==> src/rtl/eeprom_pkg.sv <==
// Shared definitions for the EEPROM access arbiter and the I2C byte engine.
// Holds the arbiter state encoding, read/write encoding, default timing
// parameters, the I2C device-select bytes and a width helper.
package eeprom_pkg;

  typedef enum logic [2:0] {
    StIdle  = 3'd0,
    StIssue = 3'd1,
    StWait  = 3'd2,
    StHold  = 3'd3,
    StResp  = 3'd4
  } state_e;

  localparam logic RW_READ  = 1'b1;
  localparam logic RW_WRITE = 1'b0;

  // 5 ms internal write cycle at 50 MHz.
  localparam int unsigned DEF_TWR_CYCLES = 250000;
  localparam int unsigned DEF_MAX_RETRY  = 3;

  // Device-select bytes used by the bit engine.
  localparam logic [7:0] DEV_SEL_WR = 8'hA0;
  localparam logic [7:0] DEV_SEL_RD = 8'hA1;

  // ceil(log2(n)), never below 1 so that it can size a vector.
  function automatic int unsigned clog2_min1(input int unsigned n);
    return (n > 1) ? $clog2(n) : 1;
  endfunction

endpackage

==> src/rtl/eeprom_access_arbiter_rr_grant.sv <==
// Combinational round-robin picker.
// Ports:
//   valid  in  NREQ    per-requester request
//   last   in  IDX_W   index granted most recently
//   grant  out NREQ    one-hot pick (first valid at or after last+1, wrapping)
//   idx    out IDX_W   index of the pick
//   found  out 1       any requester valid
module rr_grant
  import eeprom_pkg::*;
#(
  parameter int unsigned NREQ  = 2,
  parameter int unsigned IDX_W = clog2_min1(NREQ)
) (
  input  logic [NREQ-1:0]  valid,
  input  logic [IDX_W-1:0] last,
  output logic [NREQ-1:0]  grant,
  output logic [IDX_W-1:0] idx,
  output logic             found
);

  logic [IDX_W-1:0] cand;

  always_comb begin
    grant = '0;
    idx   = '0;
    found = 1'b0;
    cand  = '0;
    // Walk last+1 .. last+NREQ so the previous winner has lowest priority.
    for (int unsigned off = 1; off <= NREQ; off++) begin
      cand = IDX_W'((32'(last) + off) % NREQ);
      if (!found && valid[cand]) begin
        grant[cand] = 1'b1;
        idx         = cand;
        found       = 1'b1;
      end
    end
  end

endmodule

==> src/rtl/eeprom_access_arbiter.sv <==
// Round-robin arbiter sharing one byte-level I2C EEPROM engine between
// several requesters. One single-byte transaction is outstanding at a time;
// NACKed transactions are re-issued after a holdoff, and every successful
// write is followed by the EEPROM internal write-cycle holdoff.
// Ports:
//   clk, rst                       clock, synchronous active-low reset
//   req_valid/req_ready            per-requester handshake (ready is a 1-cycle pulse)
//   req_rw/req_addr/req_wdata      packed per-requester command fields
//   rsp_valid/rsp_rdata/rsp_err    one-hot completion pulse with read data / error
//   eng_start/eng_rw/eng_addr/eng_wdata  command to the bit engine
//   eng_busy/eng_done/eng_nack/eng_rdata status from the bit engine
// All outputs are registered.
module eeprom_access_arbiter
  import eeprom_pkg::*;
#(
  parameter int unsigned NREQ       = 2,
  parameter int unsigned ADDR_W     = 8,
  parameter int unsigned TWR_CYCLES = DEF_TWR_CYCLES,
  parameter int unsigned MAX_RETRY  = DEF_MAX_RETRY
) (
  input  logic                   clk,
  input  logic                   rst,
  input  logic [NREQ-1:0]        req_valid,
  output logic [NREQ-1:0]        req_ready,
  input  logic [NREQ-1:0]        req_rw,
  input  logic [NREQ*ADDR_W-1:0] req_addr,
  input  logic [NREQ*8-1:0]      req_wdata,
  output logic [NREQ-1:0]        rsp_valid,
  output logic [7:0]             rsp_rdata,
  output logic                   rsp_err,
  output logic                   eng_start,
  output logic                   eng_rw,
  output logic [ADDR_W-1:0]      eng_addr,
  output logic [7:0]             eng_wdata,
  input  logic                   eng_busy,
  input  logic                   eng_done,
  input  logic                   eng_nack,
  input  logic [7:0]             eng_rdata
);

  localparam int unsigned IDX_W = clog2_min1(NREQ);
  localparam int unsigned CNT_W = clog2_min1(TWR_CYCLES);
  localparam int unsigned RTY_W = clog2_min1(MAX_RETRY + 1);

  state_e             state_q, state_d;
  logic [IDX_W-1:0]   last_q, last_d;
  logic [IDX_W-1:0]   grant_q, grant_d;
  logic               rw_q, rw_d;
  logic [ADDR_W-1:0]  addr_q, addr_d;
  logic [7:0]         wdata_q, wdata_d;
  logic [RTY_W-1:0]   retry_q, retry_d;
  logic               retry_flag_q, retry_flag_d;
  logic               err_q, err_d;
  logic [CNT_W-1:0]   cnt_q, cnt_d;
  logic [7:0]         rdata_q, rdata_d;
  logic [NREQ-1:0]    req_ready_q, req_ready_d;
  logic [NREQ-1:0]    rsp_valid_q, rsp_valid_d;
  logic [7:0]         rsp_rdata_q, rsp_rdata_d;
  logic               rsp_err_q, rsp_err_d;
  logic               eng_start_q, eng_start_d;

  logic [NREQ-1:0]    pick_onehot;
  logic [IDX_W-1:0]   pick_idx;
  logic               pick_found;

  rr_grant #(
    .NREQ  (NREQ),
    .IDX_W (IDX_W)
  ) u_rr_grant (
    .valid (req_valid),
    .last  (last_q),
    .grant (pick_onehot),
    .idx   (pick_idx),
    .found (pick_found)
  );

  always_comb begin
    state_d      = state_q;
    last_d       = last_q;
    grant_d      = grant_q;
    rw_d         = rw_q;
    addr_d       = addr_q;
    wdata_d      = wdata_q;
    retry_d      = retry_q;
    retry_flag_d = retry_flag_q;
    err_d        = err_q;
    cnt_d        = cnt_q;
    rdata_d      = rdata_q;
    req_ready_d  = '0;
    rsp_valid_d  = '0;
    rsp_rdata_d  = '0;
    rsp_err_d    = 1'b0;
    eng_start_d  = 1'b0;

    unique case (state_q)
      StIdle: begin
        if (pick_found) begin
          req_ready_d  = pick_onehot;
          grant_d      = pick_idx;
          last_d       = pick_idx;
          rw_d         = req_rw[pick_idx];
          addr_d       = req_addr[pick_idx*ADDR_W +: ADDR_W];
          wdata_d      = req_wdata[pick_idx*8 +: 8];
          retry_d      = '0;
          retry_flag_d = 1'b0;
          err_d        = 1'b0;
          rdata_d      = '0;
          state_d      = StIssue;
        end
      end
      StIssue: begin
        if (!eng_busy) begin
          eng_start_d = 1'b1;
          state_d     = StWait;
        end
      end
      StWait: begin
        if (eng_done) begin
          // Flag must drop on success so a post-write holdoff ends in RESP.
          retry_flag_d = 1'b0;
          if (!eng_nack) begin
            if (rw_q == RW_READ) begin
              rdata_d = eng_rdata;
              state_d = StResp;
            end else begin
              cnt_d   = CNT_W'(TWR_CYCLES - 1);
              state_d = StHold;
            end
          end else if (retry_q < RTY_W'(MAX_RETRY)) begin
            retry_d      = retry_q + RTY_W'(1);
            retry_flag_d = 1'b1;
            cnt_d        = CNT_W'(TWR_CYCLES - 1);
            state_d      = StHold;
          end else begin
            err_d   = 1'b1;
            state_d = StResp;
          end
        end
      end
      StHold: begin
        cnt_d = (cnt_q != '0) ? cnt_q - CNT_W'(1) : '0;
        // Leave as the count steps from 1 to 0: the registered rsp_valid
        // then lands TWR_CYCLES+1 cycles after eng_done.
        if (cnt_q <= CNT_W'(1)) begin
          state_d = retry_flag_q ? StIssue : StResp;
        end
      end
      StResp: begin
        rsp_valid_d  = NREQ'(1) << grant_q;
        rsp_rdata_d  = rdata_q;
        rsp_err_d    = err_q;
        retry_flag_d = 1'b0;
        err_d        = 1'b0;
        state_d      = StIdle;
      end
      default: state_d = StIdle;
    endcase
  end

  always_ff @(posedge clk) begin
    if (!rst) begin
      state_q      <= StIdle;
      last_q       <= IDX_W'(NREQ - 1);
      grant_q      <= '0;
      rw_q         <= 1'b0;
      addr_q       <= '0;
      wdata_q      <= '0;
      retry_q      <= '0;
      retry_flag_q <= 1'b0;
      err_q        <= 1'b0;
      cnt_q        <= '0;
      rdata_q      <= '0;
      req_ready_q  <= '0;
      rsp_valid_q  <= '0;
      rsp_rdata_q  <= '0;
      rsp_err_q    <= 1'b0;
      eng_start_q  <= 1'b0;
    end else begin
      state_q      <= state_d;
      last_q       <= last_d;
      grant_q      <= grant_d;
      rw_q         <= rw_d;
      addr_q       <= addr_d;
      wdata_q      <= wdata_d;
      retry_q      <= retry_d;
      retry_flag_q <= retry_flag_d;
      err_q        <= err_d;
      cnt_q        <= cnt_d;
      rdata_q      <= rdata_d;
      req_ready_q  <= req_ready_d;
      rsp_valid_q  <= rsp_valid_d;
      rsp_rdata_q  <= rsp_rdata_d;
      rsp_err_q    <= rsp_err_d;
      eng_start_q  <= eng_start_d;
    end
  end

  assign req_ready = req_ready_q;
  assign rsp_valid = rsp_valid_q;
  assign rsp_rdata = rsp_rdata_q;
  assign rsp_err   = rsp_err_q;
  assign eng_start = eng_start_q;
  assign eng_rw    = rw_q;
  assign eng_addr  = addr_q;
  assign eng_wdata = wdata_q;

endmodule

==> config.mk <==
export PLATFORM = sky130hd
export DESIGN_NAME = eeprom_access_arbiter
export DESIGN_NICKNAME = d
export VERILOG_FILES = /design/src/rtl/eeprom_pkg.sv /design/src/rtl/eeprom_access_arbiter_rr_grant.sv /design/src/rtl/eeprom_access_arbiter.sv
export SDC_FILE = /design/constraint.sdc
export NUM_CORES = 1
export LEC_CHECK = 0
export ABC_CLOCK_PERIOD_IN_PS = 2250
export CORE_ASPECT_RATIO = 0.6
export CORE_MARGIN = 5
export CORE_UTILIZATION = 49
export DETAILED_ROUTE_END_ITERATION = 10
export PLACE_DENSITY = 0.8
export SLEW_MARGIN = 20
export SYNTH_ARGS = -nofsm -noshare
export SYNTH_HDL_FRONTEND = slang
export SYNTH_SLANG_ARGS = --single-unit
==> constraint.sdc <==
create_clock -name clk -period 2.25 [get_ports clk]
set_input_delay 0.225 -clock clk [delete_from_list [all_inputs] [get_ports clk]]
set_output_delay 0.225 -clock clk [all_outputs]
set_load 0.005 [all_outputs]
# --- Word-level counts from Yosys, hierarchy flattened ---
# Cells that the tools add are included.
classes:
  add_sub_neg: 4
  order_cmp: 7
  n_eq_ne: 15
  shift: 3
  mux: 51
  bitwise_logic: 1
  n_reduce_logical: 19
op_table:
  columns: ["cell", "n"]
  rows:
  - ["2-to-1 mux 18 bit", 5]
  - ["case mux 18 bit (2 select lines)", 1]
  - ["2-to-1 mux 8 bit", 4]
  - ["indexed part select 16 x 5 -> 8 bit", 2]
  - ["2-to-1 mux 3 bit", 8]
  - ["2-to-1 mux 1 bit", 20]
  - ["less-or-equal comparator 18 x 1 -> 1 bit, second input constant", 1]
  - ["inequality test 2 bit, second input constant", 9]
  - ["nonzero test 18 bit", 1]
  - ["subtractor 18 x 1 -> 18 bit, second input constant", 1]
  - ["case mux 8 bit (2 select lines)", 1]
  - ["AND reduction 5 bit", 3]
  - ["2-to-1 mux 2 bit", 6]
  - ["case mux 3 bit (4 select lines)", 1]
  - ["AND reduction 4 bit", 2]
  - ["equality test 3 x 2 -> 1 bit, second input constant", 2]
  - ["less-than comparator 1 x 2 -> 1 bit, second input constant", 3]
  - ["inequality test 3 bit, second input constant", 2]
  - ["case mux 1 bit (3 select lines)", 2]
  - ["AND reduction 2 bit", 3]
  - ["AND reduction 3 bit", 2]
  - ["case mux 2 bit (2 select lines)", 1]
  - ["nonzero test 2 bit", 2]
  - ["equality test 3 x 1 -> 1 bit, second input constant", 1]
  - ["12 further kinds", 17]
totals:
  register_bits: 66
  in_bits: 49
  elab_cells: 116

# --- Depth between registers and ports, before layout ---
# Gate-level depths: netlist of run 1.
logic_depth:
  word_depth: 9
  mapped_depth: 7
  depth_no_buf: 6

# --- By module ---
# A second synthesis of run 1 with hierarchy kept.
hier_totals:
  cells_unflattened: 350
  hier_area_um2: 3111.7
modules_own_cells:
  columns: ["module", "n_inst", "cells_each", "area_each_um2"]
  rows:
  - ["eeprom_access_arbiter", 1, 345, 3079.2]
  - ["rr_grant", 1, 5, 32.5]

# --- Worst setup path after synthesis of run 1 ---
# No wires, ideal clock.
synth_path:
  path_type: "register -> register"
  start: "reg cnt_q[0]"
  end: "reg cnt_q[7]"
  t_arrival_ps: 1726
  t_required_ps: 2131
  path_slack_ps: 406
  path_stages_with_launch: 8
  path_buffers: 1
  period_less_slack_ps: 1844
  path_cell_list: "dfxtp_1 -> inv_1 -> ha_1 -> nor3b_2 -> and4_1 -> clkbuf_1 -> a21oi_1 -> o221a_2"
synth_via:
  elab_chain_cells: 3
synth_rtl:
  columns: ["item", "line", "text"]
  rows:
  - ["start, declared", "eeprom_access_arbiter.sv:54", "logic [CNT_W-1:0] cnt_q, cnt_d;"]
  - ["start signal, assigned", "eeprom_access_arbiter.sv:188", "cnt_q <= cnt_d;"]
  - ["subtractor 18 x 1 -> 18 bit / nonzero test 18 bit (equally long branches)", "eeprom_access_arbiter.sv:141", "cnt_d = (cnt_q != '0) ? cnt_q - CNT_W'(1) : '0;"]
  - ["2-to-1 mux 18 bit *", "eeprom_access_arbiter.sv:141", null]
  - ["case mux 18 bit (2 select lines) *", "eeprom_access_arbiter.sv:95", "unique case (state_q)"]
# Mark *: on every way between the ends. The rest lies on a longest branch, timed or not.
# A chain may end at the register's enable or synchronous reset.

# --- Worst setup path after layout of run 1 ---
# Ends and elaborated chain as after synthesis.

==> results of run 1 <==
## cell usage after synthesis, drive strengths merged, types with 2 or more instances
cell type / number / share of area [%]
a211oi: 20 / 4.8
a21oi: 31 / 5.0
a221o: 2 / 0.64
a31oi: 2 / 0.40
and2: 10 / 2.0
and3: 2 / 0.40
and3b: 2 / 0.56
and4: 2 / 0.56
buf: 7 / 1.1
clkbuf: 16 / 1.9
dfxtp: 66 / 42
ha: 3 / 1.2
inv: 10 / 1.2
mux2i: 18 / 5.8
nand2: 15 / 1.9
nand2b: 10 / 2.0
nand3: 4 / 0.80
nand3b: 2 / 0.60
nand4: 12 / 2.4
nor2: 28 / 3.4
nor2b: 2 / 0.40
nor3: 11 / 1.9
nor3b: 2 / 0.64
nor4: 9 / 3.0
o2111ai: 2 / 0.56
o211a: 2 / 0.64
o211ai: 3 / 0.72
o21a: 2 / 0.48
o21ai: 16 / 2.6
o221a: 3 / 1.1
o221ai: 2 / 0.56
o31ai: 3 / 0.72
or3: 3 / 0.60
or4: 7 / 1.8
## path summary, 6_finish.rpt
kind | end | cells after the start | from
max reg2reg | cnt_q[7] | 6 | cnt_q[0]
min | rsp_valid[0] | 1 | grant_q
max | cnt_q[7] | 6 | cnt_q[0]
min reg2reg | rsp_valid[0] | 1 | grant_q
## power breakdown
group	total, uW	internal, uW	switching, uW	leakage [uW]
clock	1010	543	469	0.000103
sequential	1370	1270	105	0.000538
combinational	1100	523	581	0.000983
## metrics by stage
step	setup WS, ns	area [um^2]
floorplan	0.406	3120
global placement	0.250	4070
detailed placement	0.130	4070
CTS	0.133	4270
global route	0.102	4280
finish	0.201	4280
## area by class of cell
class	count	area [um^2]
fill	481	1860
tap	84	105
inverter	11	41.3
multi-input combinational	248	1680
sequential	66	1320
clock inverter	6	65.1
clock buffer	10	138
timing repair buffer	97	926
## cells by family (layout without fill, tap and decap cells)
group	Yosys count	count (layout)
compound gates	100	100
fa+ha+maj	3	3
buf+inv	34	124
flops	66	66
mux	19	19
simple gates	126	126
## timing repair
item / 4_1_cts / 5_1_grt
endpoints found under the hold margin: 0 / 0
hold buffers: 0 / 0
gates resized for setup: 0 / 1
setup endpoints to repair: 0 / 2
## sequential cells by signal, indices dropped and copies added (netlist names)
name,flops
cnt_q,18
eng_addr,8
eng_wdata,8
rdata_q,8
rsp_rdata,8
state_q,3
req_ready,2
retry_q,2
rsp_valid,2
eng_rw,1
eng_start,1
err_q,1
grant_q,1
last_q,1
retry_flag_q,1
rsp_err,1
## per-layer routing
metal | up-vias | GRT usage [%]
met5 | - | 0
met4 | 0 | 7.20
met3 | 17 | 7.68
met2 | 174 | 31.5
met1 | 1368 | 28.7
li1 | 1475 | -
## worst max-delay path, delay by kind of cell, from the launching register on
kind	cells	cell delay, ns
simple gates	2	0.86
fa+ha+maj	1	0.23
buf+inv	1	0.09
flops	1	0.37
compound gates	2	0.39
==> results by group, run 1 <==
Routing
  • DRC violations left: 0
  • Pre-antenna DRT Iters: 5
  • Met3 wire len: 891 um
  • Wl on met1: 3860 um
  • DRT iter0 DRCs: 220
  • Met2 wire length: 3650 um
  • Avg WL per Cell: 16.3 um
  • Vias per cell: 5.81
  • Vias: 3034
  • Top sig layer: met4
  • WL final: 8520 um
  • Routed Antenna Nets: 0

Setup path
  • CP Data Required Time: 2.48 ns
  • CP max FO: 9
  • R2R setup slack: 0.20 ns
  • CP peak stage delay: 0.45 ns
  • WS Path Type: reg -> reg
  • Arrival time worst endpoint: 2.28 ns
  • Cell chain of the critical path: inv_1 -> ha_1 -> nor3b_4 -> and4_1 -> a21oi_1 -> o221a_2
  • Worst setup EP type: flop
  • Startpoint types: flop
  • Slowest CP cell: and4_1

Yosys
  • Mapped Cells: 348
  • Compound-gate portion of the synthesized area: 21.7%
  • Post-Syn Nets: 400
  • Post-synthesis adder-cell area fraction: 1.20%
  • Largest family of logic cells by synthesized area: simple AND/OR/NAND/NOR gates
  • Post-synth EDFFs: 0
  • Avg Cell Area, Syn: 8.97 um^2
  • Yosys warning total: 0
  • Main synth FF type: dfxtp_1
  • Post-synthesis simple-gate area fraction: 24.3%
  • Cell Area, Synth: 0.00312 mm^2
  • Yosys cell types: 63
  • FFs w/ async S/R, synth: 0%
  • XOR/XNOR share of the synthesized area: 0%
  • Mux share of post-synthesis cell area: 6.13%
  • Sequential fraction of the synthesis area: 42.3%
  • Synth Register Bits: 66

Timing
  • Period utilisation layout: 91.1%
  • Clock Skew: 0.00902 ns
  • Tightest Pin Transition: 0.702 ns
  • Worst slew margin: 53.2%
  • Setup violators final: 0
  • Setup_tns: 0 ns
  • Fmax: 0.488 GHz
  • Max-slew violations: 0
  • RSZ-0062 raised after global routing: no
  • Hold Fails Final Rpt: 0
  • Min Clock Period, post-route: 2.05 ns
  • Min Hold Slack: 0.441 ns

Flow run
  • # Max-Cap Violations: 0

Placement
  • Placed cell count: 506
  • Detail Placement HPWL: 6150 um
  • Routability Congestion: 0.941
  • IO buf count: 79

Clock tree
  • CTS tree: done
  • Clk_lat worst skew: 0.34 ns
  • Root Driver: clkbuf_8
  • Clk sinks: 66
  • Postcts setup bufs: 0
  • H-tree levels: 3
  • CTS max path bufs: 2
  • Clock-pin slew on the worst setup and hold paths: 0.08 ns
  • TritonCTS buffer count: 9

Global routing
  • Gr ovfl total: 0
  • GRT Util Overall: 21.2%
  • First-pass GRT wire length: 13900 um
  • Initial antenna violation count: 0
  • Maximum number of pins on one net before global-route repair: 36
  • Vias in the first global route: 2870

Die
  • Io pins: 80
  • Die extent in x: 113 um
  • Initial Util: 50.9%
  • Die height: 71.8 um
  • Core footprint: 0.00614 mm^2
  • Die area: 0.00812 mm^2
  • Row Count: 22

Layout
  • Share of cells above drive strength 1: 11.9%
  • Final Core Density: 69.7%
  • Final std cells w/o fill: 522
  • Most common cell after layout, fill and taps aside: clkdlybuf4s50_1
  • Nets@finish: 485
  • Layout Area Growth over Synthesis: 37.0%
  • Most frequent cells in the layout: clkdlybuf4s50_1, dfxtp_1, a21oi_1
  • Ant diodes: 0

Run status
  • Status: finished, final reports clean

Power and ir drop
  • Lkg Pwr: 0.00162 uW
  • PwrDens: 816 mW/mm^2
  • Max VDD drop: 380 uV
  • Design Power: 3490 uW

Hold path
  • Worst Hold Class: reg -> reg
Power figures use the tool's default switching activity.
==> run 2: changes to the inputs <==
--- a/config.mk
+++ b/config.mk
@@ -6,7 +6,6 @@
 export NUM_CORES = 1
 export LEC_CHECK = 0
 export ABC_CLOCK_PERIOD_IN_PS = 2250
-export CORE_ASPECT_RATIO = 0.6
 export CORE_MARGIN = 5
 export CORE_UTILIZATION = 49
 export DETAILED_ROUTE_END_ITERATION = 10
==> run 2 against run 1 <==
  * Clock power grew 20%
  * Sequential power about the same
  * Routed wire length is 1.7% lower
  * Combinational power down 4%
  * Die area down 0.64%
  * Cell count fell by 1.5%
  * Sequential share of layout area shrank 0.13 points
  * First-iteration DRC count up 18%
  * Cell area is 0.41% higher
  * Setup slack better by 0.020 ns
  * Critical path depth stayed put
  * Count of clock-buffer cells in the layout did not move
==> results by group, run 2 (synthesis gave the netlist of run 1 again) <==
Global routing
  • Initial antenna violation count: 0 (unchanged)
  • Gr ovfl total: 0 (unchanged)
  • GRT Util Overall: 20.5% (-0.71 points)
  • First-pass GRT wire length: 13800 um (-0.10%)
  • Vias in the first global route: 2864 (-0.21%)
  • Maximum number of pins on one net before global-route repair: 38 (+5.6%)

Die
  • Die extent in x: 89.8 um (-21%)
  • Row Count: 29 (+32%)
  • Io pins: 80 (unchanged)
  • Initial Util: 49.8% (-1.1 points)
  • Die height: 89.8 um (+25%)
  • Core footprint: 0.00628 mm^2 (+2.3%)
  • Die area: 0.00807 mm^2 (-0.64%)

Placement
  • Routability Congestion: 0.874 (-7.1%)
  • Detail Placement HPWL: 6010 um (-2.2%)
  • IO buf count: 79 (unchanged)
  • Placed cell count: 498 (-1.6%)

Setup path
  • R2R depth: 6 (unchanged)
  • Arrival time worst endpoint: 2.27 ns (about the same)
  • CP delay by family, top: simple AND/OR/NAND/NOR gates
  • CP Data Required Time: 2.49 ns (about the same)
  • CP max FO: 9 (unchanged)
  • WS Path Type: reg -> reg
  • CP peak stage delay: 0.46 ns (about the same)
  • Cell chain of the critical path: inv_1 -> ha_1 -> nor3b_2 -> and4_1 -> a21oi_1 -> o221a_2
  • Slowest CP cell: nor3b_2
  • Worst reg2reg path endpoint: cnt_q[0]
  • Startpoint types: flop
  • Levels on crit path: 6 (unchanged)
  • Worst setup path startpoint: cnt_q[0]
  • Worst R2R Start: cnt_q[0]
  • Worst setup EP type: flop
  • Worst Setup EP: cnt_q[0]
  • Worst path bufs/invs: 1 (unchanged)
  • R2R setup slack: 0.22 ns (+0.02 ns)

Layout
  • Layout Area Growth over Synthesis: 37.5%
  • Most common cell after layout, fill and taps aside: clkdlybuf4s50_1
  • Max reg flops: 18 (unchanged)
  • Fill cells: 515 (+7.1%)
  • Most frequent cells in the layout: clkdlybuf4s50_1, dfxtp_1, a21oi_1
  • Final std cells w/o fill: 514 (-1.5%)
  • Share of cells above drive strength 1: 11.4% (-0.43 points)
  • Nets@finish: 484 (-0.21%)
  • Ant diodes: 0 (unchanged)
  • Largest reg by FF count: cnt_q

Timing
  • Tightest Pin Transition: 0.605 ns (-0.0974 ns)
  • Worst slew margin: 59.5% (+6.3 points)
  • Hold Fails Final Rpt: 0 (unchanged)
  • Setup violators final: 0 (unchanged)
  • Fmax: 0.493 GHz (+0.96%)
  • Max-slew violations: 0 (unchanged)
  • Min Clock Period, post-route: 2.03 ns (-0.0195 ns)
  • Period utilisation layout: 90.2% (-0.87 points)
  • Setup_tns: 0 ns (unchanged)
  • RSZ-0062 raised after global routing: no
  • Clock Skew: 0.0117 ns (+0.00263 ns)

Power and ir drop
  • Combinational Power Share: 29.1% (-2.6 points)
  • Max VDD drop: 442 uV (+16%)
  • Lkg Pwr: 0.00163 uW (+0.37%)
  • Sw frac: 31.0% (-2.1 points)
  • Clock power frac: 33.3% (+4.3 points)
  • PwrDens: 849 mW/mm^2 (+4.1%)
  • Reg power frac: 37.6% (-1.7 points)
  • Internal power: 2510 uW (+7.7%)
  • Switching power: 1130 uW (-2.1%)

Clock tree
  • CTS max path bufs: 2 (unchanged)
  • Resize count post-CTS: 0 (unchanged)
  • H-tree levels: 3 (unchanged)
  • Postcts setup bufs: 0 (unchanged)
  • CTS Hold Bufs: 0 (unchanged)
  • Root Driver: clkbuf_8
  • Clk sinks: 66 (unchanged)
  • Clock-pin slew on the worst setup and hold paths: 0.08 ns (about the same)
  • CTS tree: done
  • TritonCTS buffer count: 9 (unchanged)
  • Clk_lat worst skew: 0.34 ns (about the same)

Routing
  • Met2 wire length: 3980 um (+9.1%)
  • Top sig layer: met4
  • DRT iter0 DRCs: 259 (+18%)
  • Avg WL per Cell: 16.3 um (-0.15%)
  • DRC violations left: 0 (unchanged)
  • Pre-antenna DRT Iters: 4 (-1)
  • Vias per cell: 5.85 (+0.62%)
  • Wl on met1: 3460 um (-10%)
  • WL final: 8380 um (-1.7%)
  • Routed Antenna Nets: 0 (unchanged)
  • Vias: 3006 (-0.92%)
  • Met3 wire len: 863 um (-3.1%)

Flow run
  • # Max-Cap Violations: 0 (unchanged)

Hold path
  • Worst Hold Class: reg -> reg

Run status
  • Status: finished, final reports clean
[run 2: routing by layer]
layer,track usage [%],vias up
met5,0,-
met4,6.42,0
met3,7.10,8
met2,33.2,116
met1,25.6,1406
li1,-,1476
[run 2: how the worst min path moves through the flow]
stage                       startpoint            to  slack (ns)  depth (start not counted)
after floorplan               eng_busy     eng_start        0.30                          1
after global placement         grant_q  rsp_valid[0]        0.43                          1
after detailed placement       grant_q  rsp_valid[0]        0.43                          1
after CTS                      grant_q  rsp_valid[0]        0.44                          1
after global routing      eng_rdata[2]    rdata_q[2]        0.46                          3
final                          grant_q  rsp_valid[0]        0.44                          1
[run 2: area by class of cell]
| cell class | count | area (um^2) | share of cell area (%) |
|---|---|---|---|
| multi-input combinational | 248 | 1680 | 39.0 |
| timing repair buffer | 96 | 918 | 21.4 |
| tap | 77 | 96.3 | 2.24 |
| sequential | 66 | 1320 | 30.8 |
| clock buffer | 10 | 128 | 2.97 |
| inverter | 11 | 41.3 | 0.961 |
| clock inverter | 6 | 115 | 2.68 |
[run 2: through the flow]
step	power (uW)	cell area (um^2)	worst slack (ns)	util, %	hold WS, ns
global route	3840	4300	0.112	68.4	0.458
floorplan	2000	3120	0.406	-	0.304
finish	3650	4300	0.220	68.4	0.441
global placement	2420	4050	0.324	64.6	0.426
detailed placement	2440	4050	0.254	64.6	0.429
CTS	3650	4300	0.247	68.4	0.438
[run 2: power groups by stage]
stage / clock [uW] / combinational [uW] / sequential [uW]
finish: 1210 / 1060 / 1370
global route: 1290 / 1160 / 1390
CTS: 1220 / 1060 / 1370
detailed placement: 0 / 1050 / 1390
global placement: 0 / 1030 / 1390
floorplan: 0 / 630 / 1370
==> run 3: changes to the inputs <==
--- a/config.mk
+++ b/config.mk
@@ -6,11 +6,11 @@
 export NUM_CORES = 1
 export LEC_CHECK = 0
 export ABC_CLOCK_PERIOD_IN_PS = 2250
+export CAP_MARGIN = 20
 export CORE_MARGIN = 5
 export CORE_UTILIZATION = 49
 export DETAILED_ROUTE_END_ITERATION = 10
 export PLACE_DENSITY = 0.8
-export SLEW_MARGIN = 20
 export SYNTH_ARGS = -nofsm -noshare
 export SYNTH_HDL_FRONTEND = slang
 export SYNTH_SLANG_ARGS = --single-unit
==> results of run 3 <==
Final layout, timing and power as in run 2 (identical DEF).
==> patch 1 (config.mk and constraints of run 2) <==
Set the parameter `ADDR_W` to 9 (it was 8).
--- a/src/rtl/eeprom_access_arbiter.sv
+++ b/src/rtl/eeprom_access_arbiter.sv
@@ -15,5 +15,5 @@
 #(
   parameter int unsigned NREQ       = 2,
-  parameter int unsigned ADDR_W     = 8,
+  parameter int unsigned ADDR_W     = 9,
   parameter int unsigned TWR_CYCLES = DEF_TWR_CYCLES,
   parameter int unsigned MAX_RETRY  = DEF_MAX_RETRY
Interface: changed (resized eng_addr and req_addr); port bits go from 80 to 83. No check against the original RTL was run, so the function may have changed too.
==> patch 1 against run 2 <==
Area after synthesis fell by 5.6%; setup slack got worse by 0.12 ns; count of clock-buffer cells in the layout fell by 1; wire length fell by 9.1%; die area fell by 5.0%; cell count fell by 1.6%; sequential cell count rose by 1; non-clock buffer count rose by 5; design area fell by 2.3%; worst hold slack improved by 0.019 ns; critical endpoint is now cnt_q[15]; highest routed layer unchanged.
Power is not compared: it rests on default switching activity, and its combinational part moved more than twofold at a synthesized area within 25%.
==> patch 1: results (changes against run 2) <==
[status]
status=complete, no violations

[detailed_routing]
vias=2798  ; -6.9%
drtPass1Iterations=4  ; unchanged
drt_iter0_markers=227  ; -12%
postRouteWirelength_um=7610  ; -9.1%
drc=0  ; unchanged

[place]
gp_congestion=0.858  ; -1.8%
place_area_mm2=0.00393  ; -2.9%
pre_cts_slack_ns=0.0228  ; -0.231 ns
port-buffer-count=82  ; +3.8%
dpl.hpwl_um=5390  ; -10%

[cts]
cts_made_buffers=9  ; unchanged
clock_tree.root_cell=clkbuf_8
cts.repair.resized=0  ; unchanged
clk_path_buf_depth=2  ; unchanged
insertion_delay_ns=0.34  ; about the same
cts_setup_buffers=0  ; unchanged
clkSlewWorstSetupHoldPaths_ns=0.08  ; about the same
cts_max_level=3  ; unchanged

[global_routing]
grt_pass1_vias=2621  ; -8.5%
grt_pass1_wl_um=12100  ; -12%
grt_usage=0.202  ; -0.00340
antenna_found_initial=0  ; unchanged
grt_max_degree=42  ; +11%

[yosys]
synth-warning-count=0  ; unchanged
ys_seq_area_frac=0.455  ; +0.0319
ys_async_sr_fraction=0  ; unchanged
yosys_most_used_dff=dfxtp_1
yosys-top-cells-count=dfxtp_1 (67), nor2_1 (44), a21oi_1 (21), a211oi_1 (20), mux2i_1 (19)
syn_nets=388  ; -3.0%
netlist_top_cells_area=dfxtp_1 (46%), mux2i_1 (6.5%), nor2_1 (5.6%), a211oi_1 (5.1%), a21oi_1 (3.6%)
yosysUniqueCellTypes=52  ; -17%

[finish]
layout.nets=480  ; -0.83%
largest_register=cnt_q
largest_reg_flops=18  ; unchanged
final_layout_size_suffix_gt1_frac=0.114  ; -0.000727
antenna_cells=0  ; unchanged
fillers=473  ; -8.2%

[sta]
worstMarginPinSlew_ns=0.528  ; -0.0766 ns
finClkSkew_ns=0.0132  ; +0.00152 ns

[power]
p_leak_nw=1.60
vdd_drop_max_mv=0.559

[setup_path]
cpPeakStageDelay_ns=0.52  ; +0.06 ns
cp_slowest_cell=or4_1
critPathMaxFanout=6  ; -3
arrival_ns=2.36  ; +0.09 ns
crit_family=simple AND/OR/NAND/NOR gates

[worst_hold_path]
hold_path_class=flip-flop to flip-flop

==> patch 1: cell count changes after synthesis, moves of 3 or more <==
cell | run 2 | this run
or4_1 | 6 | 2
nor2_1 | 28 | 44
a22oi_1 | 0 | 10
buf_2 | 7 | 1
o211ai_1 | 3 | 0
nand2b_1 | 10 | 7
nand3_1 | 3 | 10
a311oi_1 | 0 | 3
nand4_1 | 12 | 1
and2_1 | 10 | 13
a21oi_1 | 31 | 21
==> patch 1: stage by stage <==
stage               utilization  std cells  total power, mW
finish                    0.713        506             5.01
CTS                       0.711        506             4.96
detailed placement        0.668        490             3.71
floorplan                     -        334             2.87
global placement          0.668        490             3.65
global route              0.713        506             5.33
==> patch 1: layout make-up <==
class,instances,area (um^2),area share
clock buffers,9,124,0.0295
inverters,8,30.0,0.00715
multi-input cells,239,1520,0.362
flip-flops and latches,67,1340,0.320
repair buffers,101,963,0.230
clock inverters,7,125,0.0298
well taps,75,93.8,0.0224
==> patch 1: path summary, 6_finish.rpt <==
kind / from / to / slack [ns] / cells after the start
worst max-delay path: cnt_q[11] / cnt_q[15] / 0.10 / 5
worst min-delay path: grant_q / rsp_valid[0] / 0.46 / 1
worst max register to register: cnt_q[11] / cnt_q[15] / 0.10 / 5
worst min register to register: grant_q / rsp_valid[0] / 0.46 / 1
==> patch 1: power by group <==
part,switching [mW],internal [mW]
combinational,1.14,1.02
sequential,0.199,1.41
clock,0.492,0.745
total,1.83,3.18
==> patch 1: metal layers <==
metal	vias to the layer above	track usage	part of all wire
met1	1294	0.247	0.43
met4	0	0.0907	0.017
met2	95	0.339	0.49
li1	1401	-	-
met5	-	0	0
met3	8	0.0442	0.069
==> patch 1: logic make-up (layout without fill, tap and decap cells) <==
group           Yosys count  after routing  share of synthesized area
compound gates           90             90                      0.209
simple gates            125            125                      0.216
fa+ha+maj                 3              3                     0.0127
buf+inv                  28            125                     0.0365
mux                      20             20                     0.0683
flops                    67             67                      0.455
xor+xnor                  1              1                    0.00297
==> patch 2 (config.mk and constraints of run 2) <==
Made on the original files. Encoding of `state_e`: now one-hot (5 bits for 5 states).
--- a/src/rtl/eeprom_pkg.sv
+++ b/src/rtl/eeprom_pkg.sv
@@ -4,10 +4,10 @@
 package eeprom_pkg;
 
-  typedef enum logic [2:0] {
-    StIdle  = 3'd0,
-    StIssue = 3'd1,
-    StWait  = 3'd2,
-    StHold  = 3'd3,
-    StResp  = 3'd4
+  typedef enum logic [4:0] {
+    StIdle  = 5'b00001,
+    StIssue = 5'b00010,
+    StWait  = 5'b00100,
+    StHold  = 5'b01000,
+    StResp  = 5'b10000
   } state_e;
 
Check against the original RTL: same outputs for any inputs over 10 cycles, from zero or initial values and one cycle with rst low; not proved beyond that.
==> patch 2 against run 2 <==
Total power fell by 0.73%; area after synthesis barely moved; die area barely moved; non-clock buffer count rose by 1; sequential cell count rose by 2; setup slack got worse by 0.021 ns; critical path depth rose by 1; critical path type unchanged; clock power fell by 27%; wire length fell by 12%; design area fell by 1.8%; combinational power rose by 16%; via count fell by 5.1%; critical endpoint is now cnt_q[15]; largest cell class unchanged; count of clock-buffer cells in the layout fell by 1.
==> patch 2: results (changes against run 2) <==
[power]
p_leak_nw=1.64  ; +0.47%
vdd_drop_max_mv=0.603  ; +36%
p_sw_mw=1.21  ; +7.0%

[sta]
finClkSkew_ns=0.00794  ; -0.00372 ns
slew_headroom=0.680  ; +0.0843

[cts]
clkSlewWorstSetupHoldPaths_ns=0.08  ; about the same
clk_path_buf_depth=2  ; unchanged
insertion_delay_ns=0.34  ; about the same
cts.repair.resized=0  ; unchanged
cts_max_level=3  ; unchanged
clock_tree.root_cell=clkbuf_8
cts_made_buffers=9  ; unchanged
cts_setup_buffers=0  ; unchanged

[worst_hold_path]
hold_path_class=input pin to flip-flop

[finish]
layout.nets=487  ; +0.62%
fillers=512  ; -0.58%
largest_register=cnt_q
final_layout_size_suffix_gt1_frac=0.109  ; -0.00533
largest_reg_flops=18  ; unchanged
antenna_cells=0  ; unchanged

[detailed_routing]
wl_per_cell_um=14.3  ; -12%
drtPass1Iterations=5  ; +1
vias=2853  ; -5.1%
drt_iter0_markers=120  ; -54%
antenna_left=0  ; unchanged

[global_routing]
grt_pass1_vias=2645  ; -7.6%
grt_max_degree=36  ; -5.3%
grt_usage=0.182  ; -0.0228
antenna_found_initial=0  ; unchanged
grt_pass1_wl_um=12600  ; -9.3%

[yosys]
netlist_top_cells_area=dfxtp_1 (44%), mux2i_1 (5.8%), nor2_1 (4.9%), a211oi_1 (4.6%), a21oi_1 (3.8%)
yosysUniqueCellTypes=62  ; -1.6%
yosys.area_share.adder=0.0120  ; about the same
synthMuxAreaShare=0.0613  ; about the same
ys_seq_area_frac=0.436  ; +0.0130
synth-compound-area-share=0.217  ; +0.000488
ys_async_sr_fraction=0  ; unchanged
synth-warning-count=0  ; unchanged
yosys-top-cells-count=dfxtp_1 (68), nor2_1 (41), a21oi_1 (24), nand2_1 (22), a211oi_1 (19)
syn_nets=401  ; +0.25%
synth_xor_area_frac=0.00281  ; +0.00281

[place]
dpl.hpwl_um=5430  ; -9.7%
place_area_mm2=0.00404  ; -0.25%
gp_congestion=0.864  ; -1.2%
pre_cts_slack_ns=0.223  ; -0.0307 ns
port-buffer-count=79  ; unchanged

[status]
status=complete, no violations

[setup_path]
critPathMaxFanout=7  ; -2
arrival_ns=2.29  ; +0.02 ns

## patch 2: changes by cell type after synthesis, moves of 4 or more
cell / run 2 / this run
nor2_1: 28 / 41
nand3_1: 3 / 14
nand4_1: 12 / 2
nand2_1: 14 / 22
a21oi_1: 31 / 24
clkbuf_1: 16 / 11
nand2b_1: 10 / 5
nor4_1: 6 / 2
## patch 2: worst max-delay path, cell delays in order (launching register included)
cell	delay (ns)
dfxtp_1	0.35
inv_1	0.09
ha_1	0.20
or3b_1	0.45
nand4b_4	0.25
nor2_1	0.29
a31oi_1	0.07
o221a_1	0.24
## patch 2: area by class of cell
cell class	count	area (um^2)	area share
Inverter	8	30.0	0.00712
Tap cell	77	96.3	0.0228
Clock buffer	9	124	0.0294
Timing Repair Buffer	97	926	0.219
Multi-Input combinational cell	251	1630	0.386
Sequential cell	68	1360	0.323
Clock inverter	7	52.6	0.0125
## patch 2: cell families (layout without fill, tap and decap cells)
logic type | after synthesis | count (layout)
AO/OA/AOI/OAI | 97 | 97
XOR/XNOR | 1 | 1
adder cells (fa/ha/maj) | 3 | 3
buffers and inverters | 30 | 121
flip-flops | 68 | 68
multiplexers | 19 | 19
AND/OR/NAND/NOR | 131 | 131
## patch 2: worst paths after layout
check | startpoint | end | slack, ns | depth (start not counted)
worst max-delay path | cnt_q[0] | cnt_q[15] | 0.20 | 7
worst min-delay path | eng_rdata[0] | rdata_q[0] | 0.45 | 3
worst max register to register | cnt_q[0] | cnt_q[15] | 0.20 | 7
worst min register to register | rdata_q[6] | rdata_q[6] | 0.45 | 2
## patch 2: metrics by stage
| stage | hold slack, ns | power [mW] | utilization | instances |
|---|---|---|---|---|
| 3_5_place_dp | 0.439 | 2.76 | 0.644 | 501 |
| 3_3_place_gp | 0.434 | 2.73 | 0.644 | 501 |
| 6_report | 0.447 | 3.62 | 0.672 | 517 |
| 5_1_grt | 0.456 | 3.85 | 0.672 | 517 |
| 4_1_cts | 0.444 | 3.65 | 0.672 | 517 |
| 2_1_floorplan | 0.377 | 2.22 | - | 349 |
## patch 2: power groups by stage
| stage | combinational [mW] | clock [mW] | sequential (mW) |
|---|---|---|---|
| after global placement | 1.21 | 0 | 1.52 |
| after CTS | 1.24 | 0.906 | 1.50 |
| after floorplan | 0.718 | 0 | 1.50 |
| after detailed placement | 1.24 | 0 | 1.52 |
| after global routing | 1.36 | 0.962 | 1.52 |
| final | 1.23 | 0.888 | 1.50 |
## patch 2: layer usage
metal,wire length (um),track usage
met5,0,0
met4,113,0.0705
met3,490,0.0417
met2,3570,0.291
met1,3230,0.239
